File: src/rtl/rv32i_types.sv
// Shared types for the decode stage: ALU op codes, opcodes, funct fields,
// operand selectors and the ID/EX pipeline register layout.
package rv32i_types;

  localparam int XLEN = 32;

  typedef enum logic [2:0] {
    alu_add = 3'd0,
    alu_sll = 3'd1,
    alu_sra = 3'd2,
    alu_sub = 3'd3,
    alu_xor = 3'd4,
    alu_srl = 3'd5,
    alu_or  = 3'd6,
    alu_and = 3'd7
  } alu_ops_t;

  typedef enum logic [6:0] {
    op_lui   = 7'b0110111,
    op_auipc = 7'b0010111,
    op_imm   = 7'b0010011,
    op_reg   = 7'b0110011
  } opcode_t;

  localparam logic [2:0] f3_add  = 3'b000;
  localparam logic [2:0] f3_sll  = 3'b001;
  localparam logic [2:0] f3_slt  = 3'b010;
  localparam logic [2:0] f3_sltu = 3'b011;
  localparam logic [2:0] f3_xor  = 3'b100;
  localparam logic [2:0] f3_sr   = 3'b101;
  localparam logic [2:0] f3_or   = 3'b110;
  localparam logic [2:0] f3_and  = 3'b111;

  localparam logic [6:0] f7_base = 7'b0000000;
  localparam logic [6:0] f7_alt  = 7'b0100000;

  typedef enum logic [1:0] {
    a_zero = 2'd0,
    a_rs1  = 2'd1,
    a_pc   = 2'd2
  } a_sel_t;

  typedef enum logic [1:0] {
    b_zero = 2'd0,
    b_rs2  = 2'd1,
    b_imm  = 2'd2
  } b_sel_t;

  typedef struct packed {
    alu_ops_t    aluop;
    logic [31:0] a;
    logic [31:0] b;
    logic [4:0]  rd;
    logic        we;
    logic        illegal;
    logic [31:0] pc;
  } id_ex_t;

  function automatic logic [31:0] imm_i(input logic [31:0] instr);
    return {{20{instr[31]}}, instr[31:20]};
  endfunction

  function automatic logic [31:0] imm_u(input logic [31:0] instr);
    return {instr[31:12], 12'b0};
  endfunction

endpackage

File: src/rtl/alu_decoder.sv
// Combinational RV32I decoder: turns an instruction word into the ALU op,
// operand source selects, immediate and writeback/illegal flags.
module alu_decoder
  import rv32i_types::*;
(
  input  logic [31:0] instr,
  output alu_ops_t    aluop,
  output a_sel_t      a_sel,
  output b_sel_t      b_sel,
  output logic [31:0] imm,
  output logic        we,
  output logic        illegal
);

  logic [6:0] opcode;
  logic [2:0] funct3;
  logic [6:0] funct7;
  logic [4:0] rd;
  logic       unused_rs1;

  assign opcode     = instr[6:0];
  assign funct3     = instr[14:12];
  assign funct7     = instr[31:25];
  assign rd         = instr[11:7];
  assign unused_rs1 = ^instr[19:15];

  // Classify the opcode, pick the ALU op and operand sources; anything not
  // recognised collapses to a harmless add of zeros flagged illegal.
  always_comb begin
    aluop   = alu_add;
    a_sel   = a_zero;
    b_sel   = b_zero;
    imm     = '0;
    illegal = 1'b0;
    case (opcode)
      op_reg: begin
        a_sel = a_rs1;
        b_sel = b_rs2;
        case (funct3)
          f3_add: begin
            if (funct7 == f7_base)     aluop = alu_add;
            else if (funct7 == f7_alt) aluop = alu_sub;
            else                       illegal = 1'b1;
          end
          f3_sll: begin
            if (funct7 == f7_base) aluop = alu_sll;
            else                   illegal = 1'b1;
          end
          f3_xor: begin
            if (funct7 == f7_base) aluop = alu_xor;
            else                   illegal = 1'b1;
          end
          f3_sr: begin
            if (funct7 == f7_base)     aluop = alu_srl;
            else if (funct7 == f7_alt) aluop = alu_sra;
            else                       illegal = 1'b1;
          end
          f3_or: begin
            if (funct7 == f7_base) aluop = alu_or;
            else                   illegal = 1'b1;
          end
          f3_and: begin
            if (funct7 == f7_base) aluop = alu_and;
            else                   illegal = 1'b1;
          end
          default: illegal = 1'b1;
        endcase
      end
      op_imm: begin
        a_sel = a_rs1;
        b_sel = b_imm;
        imm   = imm_i(instr);
        case (funct3)
          f3_add: aluop = alu_add;
          f3_sll: begin
            if (funct7 == f7_base) aluop = alu_sll;
            else                   illegal = 1'b1;
          end
          f3_xor: aluop = alu_xor;
          f3_sr: begin
            if (funct7 == f7_base)     aluop = alu_srl;
            else if (funct7 == f7_alt) aluop = alu_sra;
            else                       illegal = 1'b1;
          end
          f3_or:  aluop = alu_or;
          f3_and: aluop = alu_and;
          default: illegal = 1'b1;
        endcase
      end
      op_lui: begin
        a_sel = a_zero;
        b_sel = b_imm;
        imm   = imm_u(instr);
      end
      op_auipc: begin
        a_sel = a_pc;
        b_sel = b_imm;
        imm   = imm_u(instr);
      end
      default: illegal = 1'b1;
    endcase
    if (illegal) begin
      aluop = alu_add;
      a_sel = a_zero;
      b_sel = b_zero;
      imm   = '0;
    end
  end

  assign we = !illegal && (rd != 5'd0);

endmodule

File: src/rtl/id_alu_stage.sv
// Decode stage feeding the ALU: accepts instructions over valid/ready, reads
// the register file combinationally and holds the decoded result in an
// ID/EX register with stall and flush handling.
module id_alu_stage
  import rv32i_types::*;
#(
  parameter int XLEN = 32
) (
  input  logic            clk,
  input  logic            rst,
  input  logic            id_valid,
  output logic            id_ready,
  input  logic [31:0]     id_instr,
  input  logic [XLEN-1:0] id_pc,
  output logic [4:0]      rs1_addr,
  output logic [4:0]      rs2_addr,
  input  logic [XLEN-1:0] rs1_rdata,
  input  logic [XLEN-1:0] rs2_rdata,
  input  logic            flush,
  output logic            ex_valid,
  input  logic            ex_ready,
  output logic [2:0]      ex_aluop,
  output logic [XLEN-1:0] ex_a,
  output logic [XLEN-1:0] ex_b,
  output logic [4:0]      ex_rd,
  output logic            ex_we,
  output logic            ex_illegal,
  output logic [XLEN-1:0] ex_pc
);

  alu_ops_t    dec_aluop;
  a_sel_t      dec_a_sel;
  b_sel_t      dec_b_sel;
  logic [31:0] dec_imm;
  logic        dec_we;
  logic        dec_illegal;
  logic [31:0] rs1_val;
  logic [31:0] rs2_val;
  logic        load;
  id_ex_t      dec_next;
  id_ex_t      ex_q;

  assign rs1_addr = id_instr[19:15];
  assign rs2_addr = id_instr[24:20];

  // x0 always reads as zero regardless of what the register file returns.
  assign rs1_val = (rs1_addr == 5'd0) ? '0 : rs1_rdata;
  assign rs2_val = (rs2_addr == 5'd0) ? '0 : rs2_rdata;

  // A held instruction that is not being consumed blocks the input unless
  // a flush is about to squash it anyway.
  assign id_ready = !ex_valid || ex_ready || flush;
  assign load     = id_valid && id_ready && !flush;

  alu_decoder u_dec (
    .instr   (id_instr),
    .aluop   (dec_aluop),
    .a_sel   (dec_a_sel),
    .b_sel   (dec_b_sel),
    .imm     (dec_imm),
    .we      (dec_we),
    .illegal (dec_illegal)
  );

  // Assemble the next ID/EX contents from the decoder selects.
  always_comb begin
    dec_next         = '0;
    dec_next.aluop   = dec_aluop;
    dec_next.rd      = id_instr[11:7];
    dec_next.we      = dec_we;
    dec_next.illegal = dec_illegal;
    dec_next.pc      = id_pc;
    case (dec_a_sel)
      a_rs1:   dec_next.a = rs1_val;
      a_pc:    dec_next.a = id_pc;
      default: dec_next.a = '0;
    endcase
    case (dec_b_sel)
      b_rs2:   dec_next.b = rs2_val;
      b_imm:   dec_next.b = dec_imm;
      default: dec_next.b = '0;
    endcase
  end

  // ID/EX register: flush beats load, load beats drain, otherwise stall.
  always_ff @(posedge clk or posedge rst) begin
    if (rst) begin
      ex_valid <= 1'b0;
      ex_q     <= '0;
    end else if (flush) begin
      ex_valid <= 1'b0;
    end else if (load) begin
      ex_valid <= 1'b1;
      ex_q     <= dec_next;
    end else if (ex_ready) begin
      ex_valid <= 1'b0;
    end
  end

  assign ex_aluop   = ex_q.aluop;
  assign ex_a       = ex_q.a;
  assign ex_b       = ex_q.b;
  assign ex_rd      = ex_q.rd;
  assign ex_we      = ex_q.we;
  assign ex_illegal = ex_q.illegal;
  assign ex_pc      = ex_q.pc;

endmodule
File: config.mk
export PLATFORM = sky130hd
export DESIGN_NAME = id_alu_stage
export DESIGN_NICKNAME = d
export VERILOG_FILES = /design/src/rtl/rv32i_types.sv /design/src/rtl/alu_decoder.sv /design/src/rtl/id_alu_stage.sv
export SDC_FILE = /design/constraint.sdc
export NUM_CORES = 1
export LEC_CHECK = 0
export ABC_AREA = 1
export BUFFER_PORTS_ARGS = -buffer_cell sky130_fd_sc_hd__buf_2
export CAP_MARGIN = 20
export CORE_MARGIN = 3
export CORE_UTILIZATION = 45
export CTS_CLUSTER_DIAMETER = 100
export DETAILED_ROUTE_END_ITERATION = 8
export MAX_ROUTING_LAYER = met4
export PLACE_DENSITY_LB_ADDON = 0.25
export SLEW_MARGIN = 25
export SYNTH_ARGS = -nofsm -noshare
export SYNTH_HDL_FRONTEND = slang
export SYNTH_SLANG_ARGS = --single-unit
File: constraint.sdc
create_clock -name clk -period 8.2 [get_ports clk]
set_input_delay 0.82 -clock clk [delete_from_list [all_inputs] [get_ports clk]]
set_output_delay 0.82 -clock clk [all_outputs]
set_load 0.05 [all_outputs]
* Yosys cells after proc, flatten, opt, wreduce, memory -nomap -nowiden
Cells that the tools add are included.
Storage, ports and cells: register bits after elaboration 107
Cells by class: equal/unequal tests 14, mux-type cells 31, bitwise gates (word level) 1, reduce and logical (&&, ||, !) cells 21
Operators with widths (count):
- 32-bit one-hot mux with 2 select lines | 3
- 32-bit 2-to-1 mux | 3
- 7-bit by 6-bit equality test with 1-bit output (second input constant) | 3
- 3-bit 2-to-1 mux | 6
- 3-bit one-hot mux with 6 select lines | 1
- 3-bit one-hot mux with 5 select lines | 1
- 7-bit by 5-bit equality test with 1-bit output (second input constant) | 2
- 3-bit equality test (second input constant) | 4
- 5-bit logical NOT | 2
- 2-bit 2-to-1 mux | 4
- 2-bit one-hot mux with 2 select lines | 2
- 4-bit OR reduction | 2
- 7-bit logical NOT | 1
- 1-bit 2-to-1 mux | 7
- 1-bit one-hot mux with 3 select lines | 2
- 3-bit one-hot mux with 2 select lines | 1
- 2-bit OR reduction | 3
- 5-bit nonzero test | 1
- 2-bit by 1-bit equality test with 1-bit output (second input constant) | 2
- 2-bit equality test (second input constant) | 2
- 3-bit by 1-bit equality test with 1-bit output (second input constant) | 1
- 1-bit logical AND | 3
- 1-bit logical NOT | 3
- 3-bit logical NOT | 1
- 6 further kinds | 7

* Longest topological paths before layout
depth after elaboration 8, mapped depth 19, gate-level depth less buffers 18

* Hierarchy
Synthesis repeated with hierarchy kept, for this count alone.
Unflattened totals: cells, all modules 1011, area, all modules 6397.4 um^2
Modules (own cells, without submodules):
- id_alu_stage | times used 1, cells each 824, area an instance 5582.9 um^2
- alu_decoder | times used 1, cells each 187, area an instance 814.5 um^2

* Least setup slack after synthesis
No wires, ideal clock.
path kind input to register, start input port id_instr[31], end register ex_q, in the netlist ex_b[31], arrival 2.504 ns, required time 8.134 ns, setup slack 5.630 ns, stages on the path 15, path through nor2_1 nand2_1 o21bai_2 nand2_2 nand2_4 nand3_2 nor2_1 ha_1 buf_1 nand2_1 a21oi_1 nand4_1 nand2_1 nand2_1 nand2_1
Between the ends: longest elaborated chain between the ends 8
Ends and longest elaborated chain:
- start: declaration | RTL line id_alu_stage.sv:13 | input logic [31:0] id_instr,
- 7-bit by 6-bit equality test with 1-bit output | RTL line alu_decoder.sv:42, alu_decoder.sv:55, alu_decoder.sv:82
- 1-bit 2-to-1 mux | RTL line alu_decoder.sv:42, alu_decoder.sv:55, alu_decoder.sv:82
- 1-bit 2-to-1 mux | RTL line alu_decoder.sv:41 | if (funct7 == f7_base) aluop = alu_add;
- 1-bit one-hot mux with 3 select lines / 1-bit one-hot mux with 2 select lines (equally long branches) | RTL line alu_decoder.sv:73, alu_decoder.sv:39
- 1-bit one-hot mux with 3 select lines | RTL line alu_decoder.sv:35 | case (opcode)
- 2-bit 2-to-1 mux | RTL line alu_decoder.sv:102 | if (illegal) begin
- 2-bit equality test / 2-bit by 1-bit equality test with 1-bit output (equally long branches) | RTL line id_alu_stage.sv:78 | case (dec_b_sel)
- 32-bit one-hot mux with 2 select lines (*) | RTL line id_alu_stage.sv:78
- end signal: assignment | RTL line id_alu_stage.sv:94 | ex_q <= dec_next;
- end: declaration | RTL line id_alu_stage.sv:41 | id_ex_t ex_q;
Every way passes the cells marked *; elsewhere a longest branch is shown, timed or not. A chain may end at the register's enable or synchronous reset.

* Worst setup path in the final report
start input port id_instr[3], end register ex_q, in the netlist ex_b[28]
Between the ends: longest elaborated chain between the ends 6
Ends and longest elaborated chain (RTL line):
- 7-bit by 6-bit equality test with 1-bit output / 7-bit by 5-bit equality test with 1-bit output (equally long branches) | alu_decoder.sv:35
- 3-bit OR reduction (no line) / 2-bit OR reduction (equally long branches)
- 2-bit one-hot mux with 2 select lines / 1-bit one-hot mux with 3 select lines (equally long branches) | alu_decoder.sv:35
- 2-bit 2-to-1 mux | alu_decoder.sv:102
- 2-bit equality test / 2-bit by 1-bit equality test with 1-bit output (equally long branches) | id_alu_stage.sv:78
- 32-bit one-hot mux with 2 select lines (*) | id_alu_stage.sv:78
Marks and branches as above.

==> impl_metrics.toml <==
[yosys]
yosys.area_share.simple_pct = 34.3
synth_fp_nets = 882
ys_types = 31
synth_compound_area_share_pct = 9.22
muxShareOfSynthArea_pct = 0
synth_xor_area_share_pct = 0
synthAdderAreaFrac_pct = 0.874
ys_warn_count = 0
syn_area_per_cell_um2 = 7.68
synth_top_family_by_area = "simple AND/OR/NAND/NOR gates"
synthesis.area_mm2 = 0.00572
synth_seq_cells = 107
synth-seq-area-share_pct = 46.8
syn_inst = 745

[sta]
period_minus_slack_ns = 4.32
drv_slew = 0
fin_crit_sh_pct = 52.7
hold_viol = 0
finClkSkew_ns = 0.00495
fin_ws_ns = 3.88
finalSetupViolCount = 0
relSlewSlack_pct = 35.3
rsz0062_at_grt = "no"
fin_tns_setup_ns = 0
worst_slew_pin_slew_ns = 0.971
fmax_mhz = 231

[clocking]
cts_max_path_buffers = 2
cts_tree = "done"
htreeDepth = 3
cts_hold_buf = 0
cts.sinks = 107
ctsResizeCount = 0
cts_buffers = 9
cts_root_buf = "clkbuf_16"
post-cts-setup-buffer-count = 0
path_clk_slew_ns = 0.07
clk-insertion-delay-late_ns = 0.35

[grt]
antenna_found_initial = 0
grt_pass1_vias = 5459
overflow = 0
grt_max_degree = 93
grt_usage_pct = 24.9
grt_pass1_wl_um = 27800

[critical_path]
worstPathArrival_ns = 4.61
critPathLaunch = "id_instr[3]"
worstReg2RegStart = "ex_valid"
critPathRequiredTime_ns = 8.49
r2r_end = "ex_a[19]"
endpoint_kind = "register"
rr_worst_depth = 7
reg2reg_slack_ns = 5.75
cp-start-kind = "input port"
path_class = "input port to register"
crit_fanout = 34
crit_path_end = "ex_b[28]"

[place]
gp_congestion = 0.881
portBuffers = 250
hpwl_um = 12200
placedInstanceArea_mm2 = 0.00689
preCtsSetupSlack_ns = 3.61

[die]
die-width_um = 119
start_util_pct = 46.9
fp.dieH_um = 119
coreArea_mm2 = 0.0122
fp-row-count = 40
io_pins = 251
die_area_mm2 = 0.0141

[routing]
wl_um = 17300
postRouteAntennaNets = 0
drc = 0
dr.pass1.iters = 5
via_per_inst = 5.14
post_drt_wl_per_cell_um = 15.4
vias = 5763
drt-initial-drc-count = 486

[finish]
post-route-cell-area_mm2 = 0.00720
fill_cells = 1214
nNetsFinal = 1086
area_growth_pct = 25.8
drive_gt1_share_pct = 31.6
diodes = 0

[power_and_ir_drop]
p_leak_nw = 4.18
p_total_mw = 1.29
irDropWorstVdd_mv = 0.124
powerDensity_mw_per_mm2 = 179

[outcome]
status = "complete, no violations"

[min_path]
hold_start = "ex_pc[0]"
hold_path_class = "register to register"

[job]
cap_viol_max_count = 0
## worst min-delay path by stage
stage | to | slack, ns | cells past startpoint
after floorplan | ex_pc[0] | 0.75 | 2
final | ex_pc[0] | 0.47 | 2
after global routing | ex_pc[7] | 0.49 | 2
after CTS | ex_pc[9] | 0.47 | 2
after global placement | ex_pc[14] | 0.45 | 2
after detailed placement | ex_pc[9] | 0.45 | 2
## power breakdown
part           internal, mW  switching (mW)  total [mW]
Combinational        0.0600           0.189       0.249
Clock                 0.277           0.195       0.472
Sequential            0.554          0.0129       0.567
Total                 0.891           0.396        1.29
## placed cells by master (no fill, tap or decap), types with 5 or more instances in the layout
cell type,count
a32oi_1,32
buf_2,250
buf_4,6
clkbuf_16,9
dfrtp_1,107
inv_1,30
inv_2,6
nand2_1,345
nand2_2,6
nand3_1,6
nand4_1,56
nor2_1,21
nor2_2,5
nor3_1,5
o21ai_0,21
o21ai_1,19
## per-layer routing
layer | track usage (%) | wire length (um)
met5 | - | 0
met4 | 9.12 | 431
met3 | 4.11 | 1200
met2 | 37.9 | 8070
met1 | 33.8 | 7610
## critical path, cell delays in order
cell     delay (ns)
buf_2          0.10
inv_1          0.06
nand2_1        0.06
nor2_2         0.59
nand2_1        0.14
nand2_1        0.12
inv_2          0.04
nand2_2        0.46
nand3_2        0.17
nor2_1         0.17
ha_1           0.63
nand3_1        0.65
nand2_1        0.27
nand4_1        0.11
nand2_1        0.09
nand2_1        0.05
nand2_1        0.06
## cells in the mapped netlist, drive strengths merged
cell type | n | area, um^2
inv | 38 | 143
o2111ai | 1 | 8.76
nand3 | 8 | 57.6
ha | 4 | 50.1
nand4 | 56 | 350
nor3 | 6 | 35.0
nand2 | 355 | 1380
nor2 | 29 | 141
dfrtp | 107 | 2680
o21ai | 40 | 200
o21bai | 1 | 11.3
buf | 40 | 274
a31oi | 1 | 6.26
clkbuf | 23 | 86.3
o21a | 1 | 7.51
or2 | 1 | 6.26
a32oi | 32 | 280
a21oi | 2 | 13.8
## cell type report
type / count / area [um^2] / area share [%]
Sequential cell: 107 / 2680 / 37.2
Tap cell: 168 / 210 / 2.92
Multi-Input combinational cell: 537 / 2550 / 35.5
Clock inverter: 3 / 71.3 / 0.990
Clock buffer: 12 / 246 / 3.42
Inverter: 38 / 146 / 2.03
Timing Repair Buffer: 256 / 1300 / 18.0
## cells by family (layout without fill, tap and decap cells)
group                    count (synthesis)  in the layout
AND/OR/NAND/NOR                        455            455
buffers and inverters                  101            309
flip-flops                             107            107
AO/OA/AOI/OAI                           78             78
adder cells (fa/ha/maj)                  4              4
## per-stage QoR
step / util [%] / hold slack, ns / cells
5_1_grt: 59.0 / 0.491 / 1121
2_1_floorplan: - / 0.751 / 745
6_report: 59.0 / 0.466 / 1121
3_5_place_dp: 56.4 / 0.453 / 1106
3_3_place_gp: 56.4 / 0.449 / 1106
4_1_cts: 59.0 / 0.470 / 1121
## sequential cells by signal (all words and copies together), names as in the netlist
signal,count
ex_b,32
ex_we,1
ex_aluop,3
ex_valid,1
ex_illegal,1
ex_rd,5
ex_a,32
ex_pc,32
Note: power is estimated with default switching activity, not from simulation.
